===== config.mk =====
export PLATFORM = sky130hd
export DESIGN_NAME = keypad_matrix_emulator
export DESIGN_NICKNAME = d
export VERILOG_FILES = /design/src/rtl/keypad_matrix_emulator.sv
export SDC_FILE = /design/constraint.sdc
export NUM_CORES = 1
export LEC_CHECK = 0
export ABC_CLOCK_PERIOD_IN_PS = 2500
export CAP_MARGIN = 20
export CORE_MARGIN = 1
export CORE_UTILIZATION = 35
export DETAILED_ROUTE_END_ITERATION = 7
export DONT_BUFFER_PORTS = 1
export GPL_TIMING_DRIVEN = 0
export HOLD_SLACK_MARGIN = 0.12
export SETUP_SLACK_MARGIN = 0.3
export SLEW_MARGIN = 0
export SYNTH_ARGS = -nofsm -noshare
export SYNTH_HDL_FRONTEND = slang
export SYNTH_SLANG_ARGS = --single-unit

===== constraint.sdc =====
create_clock -name clk -period 2.5 [get_ports clk]
set_input_delay 0.375 -clock clk [delete_from_list [all_inputs] [get_ports clk]]
set_output_delay 0.375 -clock clk [all_outputs]
set_load 0.005 [all_outputs]

===== src/rtl/keypad_matrix_emulator.sv =====
// Passive 4x4 key matrix model: plays a timed key press (with contact bounce)
// onto the active-low row lines as a wired function of the scanner's column drive.
module keypad_matrix_emulator #(
  parameter int unsigned BOUNCE_PAIRS  = 3,
  parameter int unsigned BOUNCE_PERIOD = 2,
  parameter int unsigned HOLD_W        = 16
) (
  input  logic              clk,
  input  logic              rst,
  input  logic              req_valid,
  output logic              req_ready,
  input  logic [4:0]        req_code,
  input  logic [HOLD_W-1:0] hold_len,
  input  logic              abort,
  input  logic [3:0]        col,
  output logic [3:0]        row,
  output logic              contact,
  output logic              busy,
  output logic              done,
  output logic [4:0]        cur_code
);

  localparam int unsigned SLOT_W    = (BOUNCE_PAIRS == 0) ? 1 : $clog2(2 * BOUNCE_PAIRS);
  localparam int unsigned TICK_W    = (BOUNCE_PERIOD <= 1) ? 1 : $clog2(BOUNCE_PERIOD);
  localparam int unsigned SLOT_LAST = (BOUNCE_PAIRS == 0) ? 0 : 2 * BOUNCE_PAIRS - 1;
  localparam int unsigned TICK_LAST = (BOUNCE_PERIOD == 0) ? 0 : BOUNCE_PERIOD - 1;

  typedef enum logic [1:0] {IDLE, PRESS_B, HOLD, REL_B} state_t;

  state_t              state, state_nxt;
  logic [SLOT_W-1:0]   slot, slot_nxt;
  logic [TICK_W-1:0]   tick, tick_nxt;
  logic [HOLD_W-1:0]   hold_cnt, hold_cnt_nxt;
  logic [HOLD_W-1:0]   hold_val, hold_val_nxt;
  logic [4:0]          code_nxt;
  logic                contact_nxt, done_nxt, ready_nxt, accept;

  assign accept = req_valid & req_ready;

  always_ff @(posedge clk) begin
    if (rst) begin
      state     <= IDLE;
      slot      <= '0;
      tick      <= '0;
      hold_cnt  <= '0;
      hold_val  <= '0;
      contact   <= 1'b0;
      done      <= 1'b0;
      cur_code  <= '0;
      req_ready <= 1'b1;
      busy      <= 1'b0;
    end else begin
      state     <= state_nxt;
      slot      <= slot_nxt;
      tick      <= tick_nxt;
      hold_cnt  <= hold_cnt_nxt;
      hold_val  <= hold_val_nxt;
      contact   <= contact_nxt;
      done      <= done_nxt;
      cur_code  <= code_nxt;
      req_ready <= ready_nxt;
      busy      <= ~ready_nxt;
    end
  end

  // Bounce slots alternate contact; the registered contact value always
  // describes the slot the FSM is about to be in.
  always_comb begin
    state_nxt    = state;
    slot_nxt     = slot;
    tick_nxt     = tick;
    hold_cnt_nxt = hold_cnt;
    hold_val_nxt = hold_val;
    contact_nxt  = contact;
    done_nxt     = 1'b0;
    code_nxt     = cur_code;
    unique case (state)
      IDLE: begin
        contact_nxt = 1'b0;
        if (accept) begin
          code_nxt     = req_code;
          hold_val_nxt = (hold_len == '0) ? HOLD_W'(1) : hold_len;
          slot_nxt     = '0;
          tick_nxt     = '0;
          hold_cnt_nxt = '0;
          contact_nxt  = 1'b1;
          state_nxt    = (BOUNCE_PAIRS == 0) ? HOLD : PRESS_B;
        end
      end
      PRESS_B: begin
        if (tick == TICK_W'(TICK_LAST)) begin
          tick_nxt = '0;
          if (slot == SLOT_W'(SLOT_LAST)) begin
            state_nxt    = HOLD;
            hold_cnt_nxt = '0;
            contact_nxt  = 1'b1;
          end else begin
            slot_nxt    = slot + SLOT_W'(1);
            contact_nxt = slot[0];
          end
        end else begin
          tick_nxt = tick + TICK_W'(1);
        end
      end
      HOLD: begin
        if (hold_cnt == hold_val - HOLD_W'(1)) begin
          contact_nxt = 1'b0;
          if (BOUNCE_PAIRS == 0) begin
            state_nxt = IDLE;
            done_nxt  = 1'b1;
          end else begin
            state_nxt = REL_B;
            slot_nxt  = '0;
            tick_nxt  = '0;
          end
        end else begin
          hold_cnt_nxt = hold_cnt + HOLD_W'(1);
        end
      end
      REL_B: begin
        if (tick == TICK_W'(TICK_LAST)) begin
          tick_nxt = '0;
          if (slot == SLOT_W'(SLOT_LAST)) begin
            state_nxt   = IDLE;
            contact_nxt = 1'b0;
            done_nxt    = 1'b1;
          end else begin
            slot_nxt    = slot + SLOT_W'(1);
            contact_nxt = ~slot[0];
          end
        end else begin
          tick_nxt = tick + TICK_W'(1);
        end
      end
      default: state_nxt = IDLE;
    endcase
    if (abort && (state != IDLE)) begin
      state_nxt   = IDLE;
      contact_nxt = 1'b0;
      done_nxt    = 1'b0;
    end
    ready_nxt = (state_nxt == IDLE);
  end

  // Wired matrix: a closed key shorts its column onto its row.
  always_comb begin
    row = 4'b1111;
    if (contact && !cur_code[4]) begin
      row[cur_code[3:2]] = col[cur_code[1:0]];
    end
  end

endmodule


==> impl_metrics.ini, run 1 <==
[run_status]
status = complete, but fails checks
violations = setup timing

[logic_synthesis]
syn_area_per_cell_um2 = 8.54
async_flop_share = 0
synthSimpleGateAreaFrac = 0.256
ys_types = 63
synth_area_mm2 = 0.00276
synth_compound_area_frac = 0.250
synth-seq-cells = 47
synth_mux_area_frac = 0.00817
netlist_instances = 323
synth-xor-area-share = 0.0699
synth_top_family_by_area = simple AND/OR/NAND/NOR gates
synthAdderAreaFrac = 0.0181
synth_flop_cell = dfxtp_1
syn-num-nets = 356
synth_edf_count = 0
synth_warnings = 0
ys_seq_area_frac = 0.341

[placed_design]
dp_cells = 425
portBuffers = 0
hpwl_mm = 5.02
gp_congestion = 0.839
dp_slack_ns = -0.413

[worst_setup_path]
rr_startpoint = hold_val[2]
cp_data_arrival_time_ns = 2.96
cp-end-kind = flop
path_common_cell = buf_12
worstPathCellList = buf_8 > or4_4 > or2_4 > o41a_1 > a2111oi_4 > and4bb_4 > buf_6 > buf_12 > buf_12 > o21ai_2 > a21oi_2
r2r_cells = 11
cp.depth = 11
regToRegSetupSlack_ns = -0.22
cp_data_required_time_ns = 2.74
timing.rr.end = hold_cnt[14]
crit_path_max_fanout = 5
crit_end = hold_cnt[14]
crit_path_start_kind = flop
crit_family = simple AND/OR/NAND/NOR gates
cp_slowest_cell = or4_4
cp_num_buf_inv = 4
crit_type = flop to flop
slowest_delay_ns = 0.51
cp-startpoint = hold_val[2]

[floorplan]
die_area_mm2 = 0.00824
start_util = 0.359
die_h_um = 90.8
core_region_area_mm2 = 0.00769
ios = 42
die_w_um = 90.8
row_count = 32

[drt]
drtAntennaViolNets = 0
wl_mm = 7.27
dr.pass1.iters = 4
vias = 2559
viasPerCell = 5.62
drtIter0Drc = 114
drc = 0
wl_per_cell_um = 16.0

[sta]
rsz0062_at_grt = true
skew_ns = 0.00776
period_share = 1.09
tightest_slew_ns = 0.753
slew_headroom = 0.493
fmax_mhz = 368
period_minus_slack_ns = 2.72
setup_slack_ns = -0.219
final-hold-violation-count = 0
drv_slew = 0
setup_viol = 18

[grt]
grt_usage = 0.175
antenna_found_initial = 0
grt_pass1_vias = 2407
grt_pass1_wl_mm = 11.8
grt_max_degree = 15
grt_overflow = 0

[worst_hold_path]
worst_hold_path_type = input pin to flop
hp-start = hold_len[2]

[clock_tree]
clock-sinks = 47
htreeDepth = 2
cts_buffers = 5
clk_latency_ns = 0.30
cts_tree = yes
cts_hold_buf = 0
cts-root-buf = clkbuf_8
clockBufferDepth = 2
path_clk_slew_ns = 0.09

[power_and_ir_drop]
powerDensity_mw_per_mm2 = 599
power_mw = 2.05
vdd.ir_drop.worst_mv = 0.231
leakagePower_nw = 1.23

[finish]
nNetsFinal = 385
drive_gt1_frac = 0.292
areaGrowthSynthToFinish_pct = 23.9
final_cell_count_no_fill = 455
n_antenna_cell = 0

[job]
max-cap-violations = 0
final cells by class:
class                           instances  area (um^2)
Multi-Input combinational cell        250         1810
Clock buffer                            6         72.6
Buffer                                 17          138
Tap cell                              102          128
Inverter                                9         33.8
Sequential cell                        47          955
Timing Repair Buffer                   22          215
Clock inverter                          2         60.1
Fill cell                             760         4270
power breakdown:
| group | leakage [nW] | internal (mW) | switching, mW |
|---|---|---|---|
| logic | 0.775 | 0.257 | 0.276 |
| clock network | 0.0654 | 0.400 | 0.262 |
| registers | 0.387 | 0.794 | 0.0583 |
worst min-delay path by stage:
stage,end,slack (ns),depth (start not counted)
global route,hold_val[5],0.18,1
finish,hold_val[2],0.19,1
floorplan,cur_code[4],0.47,2
global placement,hold_val[15],0.49,1
detailed placement,cur_code[1],0.50,2
CTS,hold_val[5],0.18,1
synthesized netlist by cell type (3+ instances only):
cell type,count,share of area
o21ai_2,6,0.019
nor2_1,18,0.024
inv_1,9,0.012
o21ai_0,16,0.029
ha_1,4,0.018
nand2b_1,5,0.011
or2_2,4,0.0091
a211oi_1,4,0.011
o32ai_1,3,0.0095
nand4_1,8,0.018
a31oi_1,3,0.0068
a21oi_2,6,0.019
xnor2_1,13,0.041
or3_1,12,0.027
a22o_1,14,0.044
nand3_1,8,0.015
o211ai_1,4,0.011
a21oi_1,21,0.038
nor4_1,9,0.020
nand2_1,34,0.046
and3_1,5,0.011
or3_2,3,0.0082
clkbuf_1,9,0.012
xor2_1,9,0.029
dfxtp_1,47,0.34
kinds of logic (layout without fill, tap and decap cells):
family | Yosys count | after routing
adder cells (fa/ha/maj) | 4 | 4
multiplexers | 1 | 1
XOR/XNOR | 22 | 22
flip-flops | 47 | 47
AO/OA/AOI/OAI | 96 | 96
AND/OR/NAND/NOR | 127 | 127
buffers and inverters | 26 | 56
registers in the layout, indices dropped and copies added (netlist names):
name / flops
hold_val: 16
tick: 1
slot: 3
state: 2
done: 1
req_ready: 1
hold_cnt: 16
cur_code: 5
busy: 1
contact: 1
per-layer routing:
metal,part of all wire,GRT usage,wire [um]
met1,0.47,0.227,3390
met2,0.47,0.292,3440
met3,0.036,0.0278,265
met4,0.024,0.0618,175
met5,0,0,0
layout by cell type (no fill, tap or decap), drive strengths merged, types with 2 or more instances in the layout:
| cell | netlist | final |
|---|---|---|
| nor3 | 2 | 2 |
| a31o | 2 | 2 |
| xnor2 | 13 | 13 |
| o21ai | 23 | 23 |
| nand4 | 8 | 8 |
| clkbuf | 11 | 15 |
| or3 | 16 | 16 |
| nand3 | 8 | 8 |
| xor2 | 9 | 9 |
| nor4 | 9 | 9 |
| a21oi | 27 | 27 |
| or2 | 5 | 5 |
| dfxtp | 47 | 47 |
| nand2b | 5 | 5 |
| nand2 | 34 | 34 |
| or4 | 5 | 5 |
| bufinv | 0 | 2 |
| buf | 6 | 30 |
| and3 | 5 | 5 |
| a2111oi | 3 | 3 |
| ha | 4 | 4 |
| nor3b | 2 | 2 |
| o211ai | 4 | 4 |
| a211oi | 4 | 4 |
| o32ai | 3 | 3 |
| nor2 | 18 | 18 |
| a22o | 14 | 14 |
| nor2b | 2 | 2 |
| and4 | 2 | 2 |
| inv | 9 | 9 |
| a21o | 2 | 2 |
| a31oi | 3 | 3 |
per-stage QoR:
stage	instance area [um^2]	TNS [ns]	hold slack (ns)	util
after floorplan	2770	-0.0132	0.466	-
final	3420	-3.19	0.190	0.444
after global placement	2900	-6.09	0.490	0.377
after global routing	3420	-4.40	0.182	0.444
after detailed placement	2900	-7.09	0.496	0.377
after CTS	3270	-2.60	0.185	0.425
worst register-to-register path: stages, from the launching register on:
cell       delay [ns]
dfxtp_2          0.33
buf_8            0.11
or4_4            0.51
or2_4            0.27
o41a_1           0.36
a2111oi_4        0.23
and4bb_4         0.32
buf_6            0.13
buf_12           0.10
buf_12           0.11
o21ai_2          0.05
a21oi_2          0.13
timing repair:
| item | in CTS | in global routing |
|---|---|---|
| cloned | 2 | 1 |
| resized for setup | 24 | 33 |
| pin swaps | 11 | 12 |
| buffers inserted | 13 | 6 |
| setup endpoints to repair | 34 | 34 |
No activity file was read; power rests on OpenSTA's default activity.
==> run 2, diff against run 1 <==
--- a/config.mk
+++ b/config.mk
@@ -13,6 +13,7 @@
 export DONT_BUFFER_PORTS = 1
 export GPL_TIMING_DRIVEN = 0
 export HOLD_SLACK_MARGIN = 0.12
+export RECOVER_POWER = 50
 export SETUP_SLACK_MARGIN = 0.3
 export SLEW_MARGIN = 0
 export SYNTH_ARGS = -nofsm -noshare
==> impl_metrics.ini, run 2 (synthesis results as in run 1) <==
[sta]
slew_headroom = 0.493
drv_slew = 0
fmax_mhz = 368
period_minus_slack_ns = 2.72
setup_slack_ns = -0.219
tightest_slew_ns = 0.753
period_share = 1.09
setup_viol = 18
final-hold-violation-count = 0
skew_ns = 0.00849
fin_tns_setup_ns = -3.19
rsz0062_at_grt = true

[run_status]
violations = setup timing
status = complete, but fails checks

[drt]
viasPerCell = 5.63
wl_mm = 7.27
drtAntennaViolNets = 0
drc = 0
dr.pass1.iters = 4
drtIter0Drc = 116
vias = 2563
wl_per_cell_um = 16.0

[grt]
grt_overflow = 0
grt_max_degree = 15
grt_pass1_wl_mm = 11.8
grt_usage = 0.175
grt_pass1_vias = 2407
antenna_found_initial = 0

[finish]
layout_commonest_cell = dfxtp_1
n_antenna_cell = 0
multi_input_area_mm2 = 0.00181
nNetsFinal = 385
filler_cell_count = 761
reg_top3 = hold_cnt: 16 flops, hold_val: 16 flops, cur_code: 5 flops
mostFrequentLayoutCells = dfxtp_1, nand2_1, a21oi_1
seqCellArea_um2 = 953
areaGrowthSynthToFinish_pct = 23.8
drive_gt1_frac = 0.286
final_cell_area_mm2 = 0.00341

[floorplan]
ios = 42
start_util = 0.359
row_count = 32
die_h_um = 90.8
die_w_um = 90.8
core_region_area_mm2 = 0.00769
die_area_mm2 = 0.00824

[worst_setup_path]
crit_type = flop to flop
slowest_delay_ns = 0.51
cp_data_required_time_ns = 2.74
cp-end-kind = flop
cp_data_arrival_time_ns = 2.96
cp_slowest_cell = or4_4
crit_path_max_fanout = 5
path_common_cell = buf_12
crit_path_start_kind = flop
worstPathCellList = buf_8 > or4_4 > or2_4 > o41a_1 > a2111oi_4 > and4bb_4 > buf_6 > buf_12 > buf_12 > o21ai_2 > a21oi_2

[placed_design]
dp_slack_ns = -0.413
hpwl_mm = 5.02
gp_congestion = 0.839
placed_area_mm2 = 0.00290
portBuffers = 0

[worst_hold_path]
worst_hold_path_type = input pin to flop

[clock_tree]
clockBufferDepth = 2
htreeDepth = 2
cts_hold_buf = 0
clk_latency_ns = 0.30
cts-root-buf = clkbuf_8
clock-sinks = 47
cts_buffers = 5
path_clk_slew_ns = 0.09
cts_tree = yes

[power_and_ir_drop]
power_mw = 2.05
powerDensity_mw_per_mm2 = 600
leakagePower_nw = 1.22
vdd.ir_drop.worst_mv = 0.231

[job]
max-cap-violations = 0
run 2: cell counts in the layout (fill, tap and decap cells not counted):
No cell type changed its count.
run 2: routing by layer:
metal | vias up | GRT usage | routed length [um]
li1 | 1263 | - | -
met1 | 1224 | 0.227 | 3410
met2 | 62 | 0.292 | 3430
met3 | 14 | 0.0278 | 252
met4 | 0 | 0.0618 | 175
met5 | - | 0 | 0
run 2: what timing repair did:
item | CTS | global route
gates cloned | 2 | 1
gates resized for setup | 24 | 33
setup buffers | 13 | 6
setup endpoints to repair | 34 | 34
pin swaps | 11 | 12
run 2: report_power, final:
group / total [mW] / internal (mW) / switching [mW]
logic: 0.532 / 0.256 / 0.276
registers: 0.852 / 0.793 / 0.0585
clock network: 0.663 / 0.400 / 0.263
total: 2.05 / 1.45 / 0.597
run 2: through the flow:
step | util | instances | hold WS, ns
floorplan | - | 323 | 0.466
global placement | 0.377 | 425 | 0.490
detailed placement | 0.377 | 425 | 0.496
CTS | 0.425 | 448 | 0.185
global route | 0.444 | 455 | 0.182
finish | 0.444 | 455 | 0.190
run 2: critical path: cells and delay by family (launching register included):
family / cells / cell delay (ns)
compound gates: 4 / 0.77
buf+inv: 4 / 0.45
flops: 1 / 0.33
simple gates: 3 / 1.10
run 2: area by class of cell:
cell class | count | area share
Clock inverter | 2 | 0.0176
Inverter | 9 | 0.00990
Multi-Input combinational cell | 250 | 0.532
Sequential cell | 47 | 0.279
Clock buffer | 6 | 0.0213
Buffer | 17 | 0.0400
Timing Repair Buffer | 22 | 0.0630
Tap cell | 102 | 0.0374
run 2: path summary, 6_finish.rpt:
check,slack [ns],endpoint,from,cells after the start
max reg2reg,-0.22,hold_cnt[14],hold_val[2],11
max,-0.22,hold_cnt[14],hold_val[2],11
min reg2reg,0.51,cur_code[1],cur_code[1],2
min,0.19,hold_val[2],hold_len[2],1
